[src/rtl/core_ex_muldiv.sv]
// core_ex_muldiv: iterative radix-2 multiply (shift-add) / unsigned divide (restoring) unit
module core_ex_muldiv #(
  parameter int DW = 32
) (
  input  logic          clk,
  input  logic          rst,
  input  logic          start,
  input  logic [1:0]    op,
  input  logic [DW-1:0] operand_a,
  input  logic [DW-1:0] operand_b,
  input  logic          flush,
  output logic          busy,
  output logic          done,
  output logic [DW-1:0] result,
  output logic          div_by_zero
);
  localparam int CW = $clog2(DW + 1);
  localparam logic [1:0] S_IDLE = 2'd0;
  localparam logic [1:0] S_RUN  = 2'd1;
  localparam logic [1:0] S_DONE = 2'd2;
  logic [1:0]      r_state;
  logic [1:0]      r_op;
  logic [DW-1:0]   r_b;
  logic [2*DW-1:0] r_acc;
  logic [CW-1:0]   r_cnt;
  logic [DW-1:0]   r_result;
  logic            r_dbz;
  logic [DW:0]     w_sum;
  logic [DW:0]     w_pr;
  logic [DW:0]     w_trial;
  logic [2*DW-1:0] w_mul;
  logic [2*DW-1:0] w_div;
  logic [2*DW-1:0] w_next;
  logic [DW-1:0]   w_res;
  // One iteration of the shared datapath: r_acc is {hi, lo} for multiply and {rem, quot} for divide
  always_comb begin
    w_sum   = {1'b0, r_acc[2*DW-1:DW]} + (r_acc[0] ? {1'b0, r_b} : '0);
    w_mul   = {w_sum, r_acc[DW-1:1]};
    w_pr    = r_acc[2*DW-1:DW-1];
    w_trial = w_pr - {1'b0, r_b};
    w_div   = {w_trial[DW] ? w_pr[DW-1:0] : w_trial[DW-1:0], r_acc[DW-2:0], ~w_trial[DW]};
    w_next  = r_op[1] ? w_div : w_mul;
    w_res   = r_op[0] ? w_next[2*DW-1:DW] : w_next[DW-1:0];
  end
  // Control FSM, operand latch, iteration and result capture on entry to DONE
  always_ff @(posedge clk or negedge rst) begin
    if (!rst) begin
      r_state  <= S_IDLE;
      r_op     <= '0;
      r_b      <= '0;
      r_acc    <= '0;
      r_cnt    <= '0;
      r_result <= '0;
      r_dbz    <= 1'b0;
    end else if (flush) begin
      r_state <= S_IDLE;
    end else if (r_state == S_IDLE) begin
      if (start) begin
        r_state <= S_RUN;
        r_op    <= op;
        r_b     <= operand_b;
        r_acc   <= {{DW{1'b0}}, operand_a};
        r_cnt   <= CW'(DW);
      end
    end else if (r_state == S_RUN) begin
      r_acc <= w_next;
      r_cnt <= r_cnt - CW'(1);
      if (r_cnt == CW'(1)) begin
        r_state  <= S_DONE;
        r_result <= w_res;
        r_dbz    <= r_op[1] & (r_b == '0);
      end
    end else begin
      r_state <= S_IDLE;
    end
  end
  assign busy        = r_state != S_IDLE;
  assign done        = r_state == S_DONE;
  assign result      = r_result;
  assign div_by_zero = r_dbz;
endmodule

[config.mk]
export PLATFORM = sky130hd
export DESIGN_NAME = core_ex_muldiv
export DESIGN_NICKNAME = d
export VERILOG_FILES = /design/src/rtl/core_ex_muldiv.sv
export SDC_FILE = /design/constraint.sdc
export NUM_CORES = 1
export LEC_CHECK = 0
export ABC_AREA = 1
export CORE_MARGIN = 5
export CORE_UTILIZATION = 50
export DETAILED_ROUTE_END_ITERATION = 7
export DONT_BUFFER_PORTS = 1
export SLEW_MARGIN = 20
export SYNTH_ARGS = -nofsm -noshare
export SYNTH_HDL_FRONTEND = slang
export SYNTH_SLANG_ARGS = --single-unit
[constraint.sdc]
create_clock -name clk -period 2.7 [get_ports clk]
set_input_delay 0.54 -clock clk [delete_from_list [all_inputs] [get_ports clk]]
set_output_delay 0.54 -clock clk [all_outputs]
set_load 0.01 [all_outputs]
; ---- Word-level counts from Yosys, hierarchy flattened
; Cells that the tools add are included.
[totals]
out_inout_bits = 35
in_bits = 70
mem_bits_rw = 0
reg_bits = 139
n_memories = 0
latch_bits = 0
romBits = 0
elab_cells = 43
[classes]
bitwise_logic = 4
reduce_logical = 8
shifts = 0
add_sub_neg = 3
n_eq_ne = 6
mux = 15
magnitude_cmp = 0
n_mul = 0
div = 0
[ops]
columns = op, n
row1 = two-way mux 64 bit, 4
row2 = two-way mux 32 bit, 3
row3 = adder 32 x 32 -> 33 bit, 1
row4 = subtractor 33 x 32 -> 33 bit, 1
row5 = logical NOT 32 bit, 1
row6 = two-way mux 6 bit, 3
row7 = two-way mux 2 bit, 5
row8 = equality test 6 x 1 -> 1 bit (second input constant), 1
row9 = AND reduction 3 bit, 2
row10 = subtractor 6 x 1 -> 6 bit (second input constant), 1
row11 = != test 4 x 3 -> 1 bit (second input constant), 1
row12 = AND reduction 4 bit, 1
row13 = nonzero test 2 bit, 2
row14 = != test 3 bit (second input constant), 1
row15 = inverter 1 bit, 3
row16 = equality test 2 x 1 -> 1 bit (second input constant), 1
row17 = equality test 2 bit (second input constant), 1
row18 = logical NOT 2 bit, 1
row19 = != test 2 bit (second input constant), 1
row20 = AND reduction 2 bit, 1
row21 = AND 1 bit, 1

; ---- Logic depth before layout (Yosys ltp)
; Gate-level depths: netlist (run 1).
[depth]
word_depth = 5
mapped_depth = 21
mapped_depth_nobuf = 20

; ---- Worst setup path before layout (run 1)
; No wires, ideal clock.
[synth_timing]
path_kind = reg2reg
start = reg r_acc[0]
end = reg r_result[14], in the netlist result[14]
setup_ps = 65
t_arrival_ps = 2308
n_path_buf = 2
required_time_ps = 2635
synth_period_minus_slack_ps = 2373
stages_incl_launch_ff = 18
slack_ps = 327
cell_sequence = dfrtp_1 -> clkbuf_1 -> clkbuf_1 -> nand2_1 -> inv_1 -> ha_1 -> nand2_1 -> or2_2 -> nand3_1 -> nand2_1 -> nand2_1 -> inv_1 -> or2_2 -> nand2_1 -> nand2_1 -> nand3_1 -> nand2_1 -> nand2_1
[synth_via]
elab_chain_cells = 4
[synth_rtl]
columns = element, line_no
row1 = from (decl), 24  ; logic [2*DW-1:0] r_acc;
row2 = from (signal assigned), 62  ; r_acc <= {{DW{1'b0}}, operand_a};
row3 = from (signal assigned), 66  ; r_acc <= w_next;
row4 = two-way mux 32 bit, 37  ; w_sum = {1'b0, r_acc[2*DW-1:DW]} + (r_acc[0] ? {1'b0, r_b} : '0);
row5 = adder 32 x 32 -> 33 bit, 37
row6 = two-way mux 64 bit, 42  ; w_next = r_op[1] ? w_div : w_mul;
row7 = two-way mux 32 bit, 43  ; w_res = r_op[0] ? w_next[2*DW-1:DW] : w_next[DW-1:0];
row8 = to (signal assigned), 70  ; r_result <= w_res;
row9 = to (decl), 26  ; logic [DW-1:0] r_result;
; No other way between the ends.
; A chain may end at the register's enable or synchronous reset.

; ---- Final worst setup path (run 1)
[layout_timing]
start = reg r_b[29]
end = reg r_acc[51]
[layout_via]
elab_chain_cells = 5
[layout_rtl]
columns = element, line_no
row1 = from (decl), 23  ; logic [DW-1:0] r_b;
row2 = from (signal assigned), 61  ; r_b <= operand_b;
row3 = subtractor 33 x 32 -> 33 bit, 40  ; w_trial = w_pr - {1'b0, r_b};
row4 = two-way mux 32 bit, 41  ; w_div = {w_trial[DW] ? w_pr[DW-1:0] : w_trial[DW-1:0], r_acc[DW-2:0], ~w_trial[DW]};
row5 = two-way mux 64 bit, 42
row6 = two-way mux 64 bit, 65  ; end else if (r_state == S_RUN) begin
row7 = two-way mux 64 bit, 57  ; end else if (r_state == S_IDLE) begin
; No other way between the ends. The select of a mux whose other input is x is not followed.

==> metrics, run 1 <==
chip height=166 microns; Hold Path Class=input port to async pin; final net count=2168; Lkg Pwr=7.71 nW; DRT antenna net count=0; Num CTS Buffers=17; met1 wire length=19.6 mm; share of the synthesized area in the top cell type=0.287; Cells after Synth=1970; CP startpoint kind=register; initial drt markers=1198; die area=27400 sq um; Skew-Pair Late Insertion Delay=0.44 ns; number of buffers and inverters on the critical path=5; Reg clk slew, reported paths=0.07 ns; clock skew=0.0166 ns; Worst Setup End Kind=register; IO buf count=0; Top delay family on crit path=simple AND/OR/NAND/NOR gates; core area=24100 sq um; top routing layer in use=met4; hold slack=-0.213 ns; H-tree Lvls=4; largest stage delay on the critical path=0.38 ns; outcome=finished, violations left; met3 WL=3.16 mm; synthesized flop and latch total=139; Critical Path RT=3.00 ns; die width=166 microns; ys async rst share=1.00; commonest cells after routing, fill and taps aside=714 x nand2_1, 277 x inv_1, 146 x nor2_1, 142 x o21ai_0, 132 x dfrtp_1; Vias/cell=5.48; cell taking the most area after synthesis=dfrtp_1; I/O Pins=105; Final Critical Period=2.61 ns; DRC=0; CTS Buffer Depth=2; Max Clock Freq=384 MHz; Routed Wire Length=44.5 mm; ANT cells=0; Yosys cell types=47; DR pass1 iterations=5; final setup fails=0; area delta synth->final=15.9%; top post-synthesis cells by area=dfrtp_1 29%, nand2_1 23%, inv_1 8.7%, ha_1 6.8%, o21ai_0 6.1%; Global Route Usage Sum=0.322; final non-filler cell total=2367; Worst VDD drop=0.000604 V; Initial Util=0.502; num rows=57; Hold Vio Cnt, Final=139; setup_tns=0 ns; Yosys warnings=0; Mapped Area=12100 sq um; number of global-route vias before repair=12093; maximum number of pins on one net before global-route repair=140; Worst EP arrival=2.91 ns; cell mode on critical path=nand2_1; fraction of the cycle the final worst path needs=0.966; syn_nets=2108; commonest non-fill, non-tap cell in the layout=nand2_1; failing checks=hold timing; placed cell count=2325; root buffer selected by CTS=clkbuf_16; hpwl dp=34.3 mm; Critical-path top delay cell=dfrtp_1; layout cell share with drive strength beyond 1=0.133; sequential fraction of the synthesis area=0.287; Max Fanout on Critical Path=6; Sink Count=139; WL per Instance=18.8 microns; initial antenna violation count=0; first-pass GRT wire length=67.2 mm; max_cap viols=0; Final Power=15.1 mW; grt ovf=0; crit path kind=register to register; Slew Limit Fails=0; syn avg cell area=6.14 sq um; Worst-Margin Slew=0.792 ns; RSZ-0062 raised after global routing=yes; CTS tree=yes; RePlAce Congestion=1.01; Main synth FF type=dfrtp_1; Post-synth EDFFs=0; Max-Slew Margin vs Limit=0.472; met2 wire len=20.0 mm; cells along the critical path=inv_1 -> ha_1 -> buf_4 -> nand2_1 -> a21oi_1 -> nor2_1 -> nand2_1 -> a21oi_1 -> buf_4 -> nand3_2 -> nand2_8 -> buf_12 -> buf_4 -> nand2_1 -> nand3_2 -> nand2_1 -> nand2_1 -> o21ai_0; pwr/cell area=1080 nW/um^2; total vias in the final route=12965
## kinds of logic (layout without fill, tap and decap cells)
logic type	after synthesis	after routing	synth area share
DFF	139	139	0.287
adders and majority gates	68	68	0.0715
AOI/OAI and AO/OA	288	288	0.128
xor gates and xnor gates	18	18	0.0130
buffers and inverters	352	425	0.121
and+or+nand+nor	1105	1105	0.379
## flip-flops by register name, indices dropped and copies added (netlist names)
signal	flops
div_by_zero	1
r_op	2
r_acc	64
result	32
r_cnt	6
r_b	32
r_state	2
## Yosys cell counts (6+ instances only)
master    count
ha_1         66
dfrtp_1     139
buf_2         9
nand3b_1     12
xnor2_1      11
a21o_1        8
o21ai_0     148
nand2_1     733
o22ai_1      22
xor2_1        7
inv_1       281
nand3_1     119
nand4_1      14
nor3_1       11
a21oi_1      85
nand3_2      11
nand2_2      19
buf_6         6
nor4_1        9
nor2_1      161
clkbuf_1     41
## final cells by class
type	instances	area, sq um
inverter	286	1070
timing repair buffer	107	902
multi-input combinational	1479	7580
clock inverter	13	123
sequential	139	3490
tap	324	405
clock buffer	19	453
fill	2550	10100
## through the flow
stage,cell area [sq um],setup WS (ns),utilization
2_1_floorplan,12100,0.327,-
6_report,14000,0.0928,0.582
3_3_place_gp,12900,0.0352,0.536
4_1_cts,13500,0.0140,0.561
5_1_grt,14000,-0.0466,0.582
3_5_place_dp,12900,-0.0250,0.536
## layer usage
metal	up-vias	track usage
li1	6349	-
met1	6024	0.433
met2	505	0.507
met3	87	0.0665
met4	0	0.132
met5	-	0
## what timing repair did
| item | in CTS | in global routing |
|---|---|---|
| resized for setup | 2 | 97 |
| endpoints found under the hold margin | 139 | 139 |
| setup endpoints to repair | 5 | 59 |
| cloned | 0 | 1 |
| setup buffers | 1 | 8 |
| pin swaps | 1 | 13 |
## power by group
part,leakage (nW),switching [mW],internal [mW],total [mW]
clock,0.279,1.14,1.27,2.40
combinational,5.64,5.91,3.49,9.40
sequential,1.79,0.696,2.64,3.33
## final timing paths
check / slack (ns) / startpoint / to / depth (start not counted)
min in group clk: 0.22 / operand_b[10] / r_b[10]$_DFFE_PN0P_ / 2
min: -0.21 / rst / r_b[22]$_DFFE_PN0P_ / 0
max in group asynchronous: 2.51 / rst / r_acc[37]$_DFFE_PN0P_ / 0
max reg2reg: 0.09 / r_b[29]$_DFFE_PN0P_ / r_acc[51]$_DFFE_PN0P_ / 18
min reg2reg: 0.49 / r_cnt[2]$_DFFE_PN0P_ / r_cnt[2]$_DFFE_PN0P_ / 1
max: 0.09 / r_b[29]$_DFFE_PN0P_ / r_acc[51]$_DFFE_PN0P_ / 18
## worst register-to-register path: stages, from the launching register on
cell and delay [ns]:
dfrtp_1 0.38, inv_1 0.06, ha_1 0.33, buf_4 0.15, nand2_1 0.09, a21oi_1 0.07
nor2_1 0.10, nand2_1 0.08, a21oi_1 0.12, buf_4 0.16, nand3_2 0.13, nand2_8 0.15
buf_12 0.15, buf_4 0.12, nand2_1 0.07, nand3_2 0.09, nand2_1 0.06, nand2_1 0.09
o21ai_0 0.09
Note: power is estimated with default switching activity, not from simulation.
==> inputs of run 2 (changes only) <==
ABC_AREA = default   (was 1)
SKIP_LAST_GASP = 1   (was default)
==> metrics, run 2 <==
outcome=finished, violations left; failing checks=hold timing, setup timing; placed cell count=1750; num rows=52; met3 WL=1.72 mm; die width=155 microns; met1 wire length=15.9 mm; Post-synth top cells=139 x dfrtp_1, 137 x nand2_1, 133 x o21ai_0, 117 x a21oi_1, 84 x nor2_1; IO buf count=0; commonest non-fill, non-tap cell in the layout=buf_4; Max Fanout on Critical Path=3; initial antenna violation count=0; H-tree Lvls=4; Skew-Pair Late Insertion Delay=0.44 ns; Lkg Pwr=6.91 nW; final non-filler cell total=1800; final setup fails=65; pwr/cell area=1010 nW/um^2; max_cap viols=0; clock skew=0.0116 ns; Critical R2R Launch=r_acc[31]$_DFFE_PN0P_; final worst slack=-0.682 ns; RSZ-0062 raised after global routing=yes; Critical Path RT=3.02 ns; Cells after Synth=1249; die area=23900 sq um; largest stage delay on the critical path=0.45 ns; Critical R2R Capture=result[1]$_DFFE_PN0P_; pre-CTS setup slack=-0.963 ns; final net count=1655; CTS Buffer Depth=2; maximum number of pins on one net before global-route repair=140; CTS tree=yes; core area=20400 sq um; cell taking the most area after synthesis=dfrtp_1; Max Clock Freq=296 MHz; Hold Vio Cnt, Final=139; synthesized flop and latch total=139; hold slack=-0.200 ns; Routed Wire Length=37.9 mm; first-pass GRT wire length=58.9 mm; ANT cells=0; Final Power=14.8 mW; Initial Util=0.512; path depth of the worst reg2reg path=15; DRC=0; Yosys cell types=73; I/O Pins=105; Sink Count=139; met2 wire len=18.2 mm; Reg clk slew, reported paths=0.07 ns; Top delay family on crit path=compound AO/OA/AOI/OAI gates; syn_nets=1387; hpwl dp=27.3 mm; initial drt markers=732; share of the synthesized area in the top cell type=0.333; Worst EP arrival=3.70 ns; top routing layer in use=met4; number of global-route vias before repair=10664; WL per Instance=21.1 microns; ys async rst share=1.00; crit path kind=register to register; dpl cell area=12900 sq um; setup slack, reg-to-reg=-0.68 ns; Yosys warnings=0; Num CTS Buffers=17; Critical-path top delay cell=mux4_2; max reg flops=64; Reg with most FFs=r_acc; DRT antenna net count=0; design area=14600 sq um; chip height=155 microns; Mapped Area=10500 sq um; Hold Path Class=input port to async pin; DR pass1 iterations=5; layout cell share with drive strength beyond 1=0.333; count leader, synth=dfrtp_1; Main synth FF type=dfrtp_1; commonest cells after routing, fill and taps aside=296 x buf_4, 138 x dfrtp_1, 136 x nand2_1, 95 x o21ai_0, 86 x a21oi_1; Post-synth EDFFs=0; setup_tns=-32.63 ns; syn avg cell area=8.37 sq um; Worst Setup End Kind=register; area delta synth->final=39.6%; top post-synthesis cells by area=dfrtp_1 33%, ha_1 7.9%, o21ai_0 6.4%, a21oi_1 5.6%, mux2i_1 5.3%; number of buffers and inverters on the critical path=3; grt ovf=0; total vias in the final route=10575; Slew Limit Fails=0; Vias/cell=5.88; Worst-Margin Slew=0.951 ns; root buffer selected by CTS=clkbuf_16; cells along the critical path=inv_2 -> ha_4 -> inv_2 -> fa_2 -> a211oi_2 -> o21ai_2 -> o221a_4 -> a41oi_4 -> o211ai_4 -> a21boi_4 -> buf_12 -> nand2_4 -> mux2_4 -> mux4_2 -> mux2_4; RePlAce Congestion=0.955; Final Critical Period=3.38 ns; Max-Slew Margin vs Limit=0.364; Worst VDD drop=0.000475 V; sequential fraction of the synthesis area=0.333; CP startpoint kind=register; fraction of the cycle the final worst path needs=1.25; Global Route Usage Sum=0.313
-- run 2: changes by cell type in the layout (fill, tap and decap cells not counted), moves of 20 or more --
cell     previous run  this run
nand3_1           109         9
nand2_1           714       136
and2_1              2        33
buf_4              97       296
xnor2_1            11        31
o21ai_0           142        95
mux2i_1             0        41
inv_1             277        47
a21o_1              8        37
nand2_2            32         1
nor2_1            146        80
-- run 2: routing by layer --
| metal | vias to the layer above | GRT usage |
|---|---|---|
| li1 | 5049 | - |
| met1 | 5102 | 0.393 |
| met2 | 319 | 0.515 |
| met3 | 105 | 0.0478 |
| met4 | 0 | 0.175 |
| met5 | - | 0 |
-- run 2: where the power goes --
| part | internal [mW] | total, mW | switching [mW] |
|---|---|---|---|
| Combinational | 4.57 | 9.26 | 4.69 |
| Sequential | 2.58 | 3.19 | 0.606 |
| Clock | 1.21 | 2.32 | 1.11 |
-- run 2: what timing repair did --
action	CTS	global route
setup buffers	15	11
pin swaps	68	64
endpoints found under the setup margin	65	65
endpoints found under the hold margin	139	139
gates cloned	3	0
resized for setup	131	91
-- run 2: per-stage QoR --
step	hold WS, ns	utilization
6_report	-0.200	0.714
5_1_grt	-0.216	0.714
4_1_cts	-0.208	0.695
3_5_place_dp	0.250	0.632
3_3_place_gp	0.249	0.632
2_1_floorplan	0.244	-
-- run 2: cell type report --
| type | count | area [sq um] |
|---|---|---|
| well taps | 270 | 338 |
| clock inverters | 15 | 130 |
| fillers | 1602 | 5840 |
| clock buffers | 17 | 425 |
| multi-input cells | 989 | 7470 |
| repair buffers | 320 | 2560 |
| flip-flops and latches | 139 | 3480 |
| inverters | 50 | 188 |
-- run 2: kinds of logic after synthesis --
kind of cell / share of synthesized area
mux: 0.0663
xor+xnor: 0.0444
buf+inv: 0.0454
simple gates: 0.171
flops: 0.333
compound gates: 0.257
fa+ha+maj: 0.0829
-- run 2: worst max-delay path by stage --
stage | from | end | slack (ns) | cells past startpoint
finish | r_acc[31]$_DFFE_PN0P_ | result[1]$_DFFE_PN0P_ | -0.68 | 15
global route | r_acc[31]$_DFFE_PN0P_ | result[1]$_DFFE_PN0P_ | -0.77 | 15
CTS | r_acc[31]$_DFFE_PN0P_ | result[1]$_DFFE_PN0P_ | -0.75 | 15
detailed placement | r_acc[31]$_DFFE_PN0P_ | result[30]$_DFFE_PN0P_ | -0.96 | 16
global placement | r_acc[0]$_DFFE_PN0P_ | result[22]$_DFFE_PN0P_ | -0.81 | 15
floorplan | r_acc[31]$_DFFE_PN0P_ | result[1]$_DFFE_PN0P_ | -0.66 | 14
-- run 2: worst register-to-register path, delay by kind of cell, from the launching register on --
kind,cells,cell delay (ns)
compound gates,6,1.12
mux,3,1.01
fa+ha+maj,2,0.49
flops,1,0.39
buf+inv,3,0.22
simple gates,1,0.05
==> inputs of run 3 (changes only) <==
CAP_MARGIN = 10   (was default)
==> results of run 3 <==
Same layout as run 2: the final DEF is identical, and so are final timing and power.
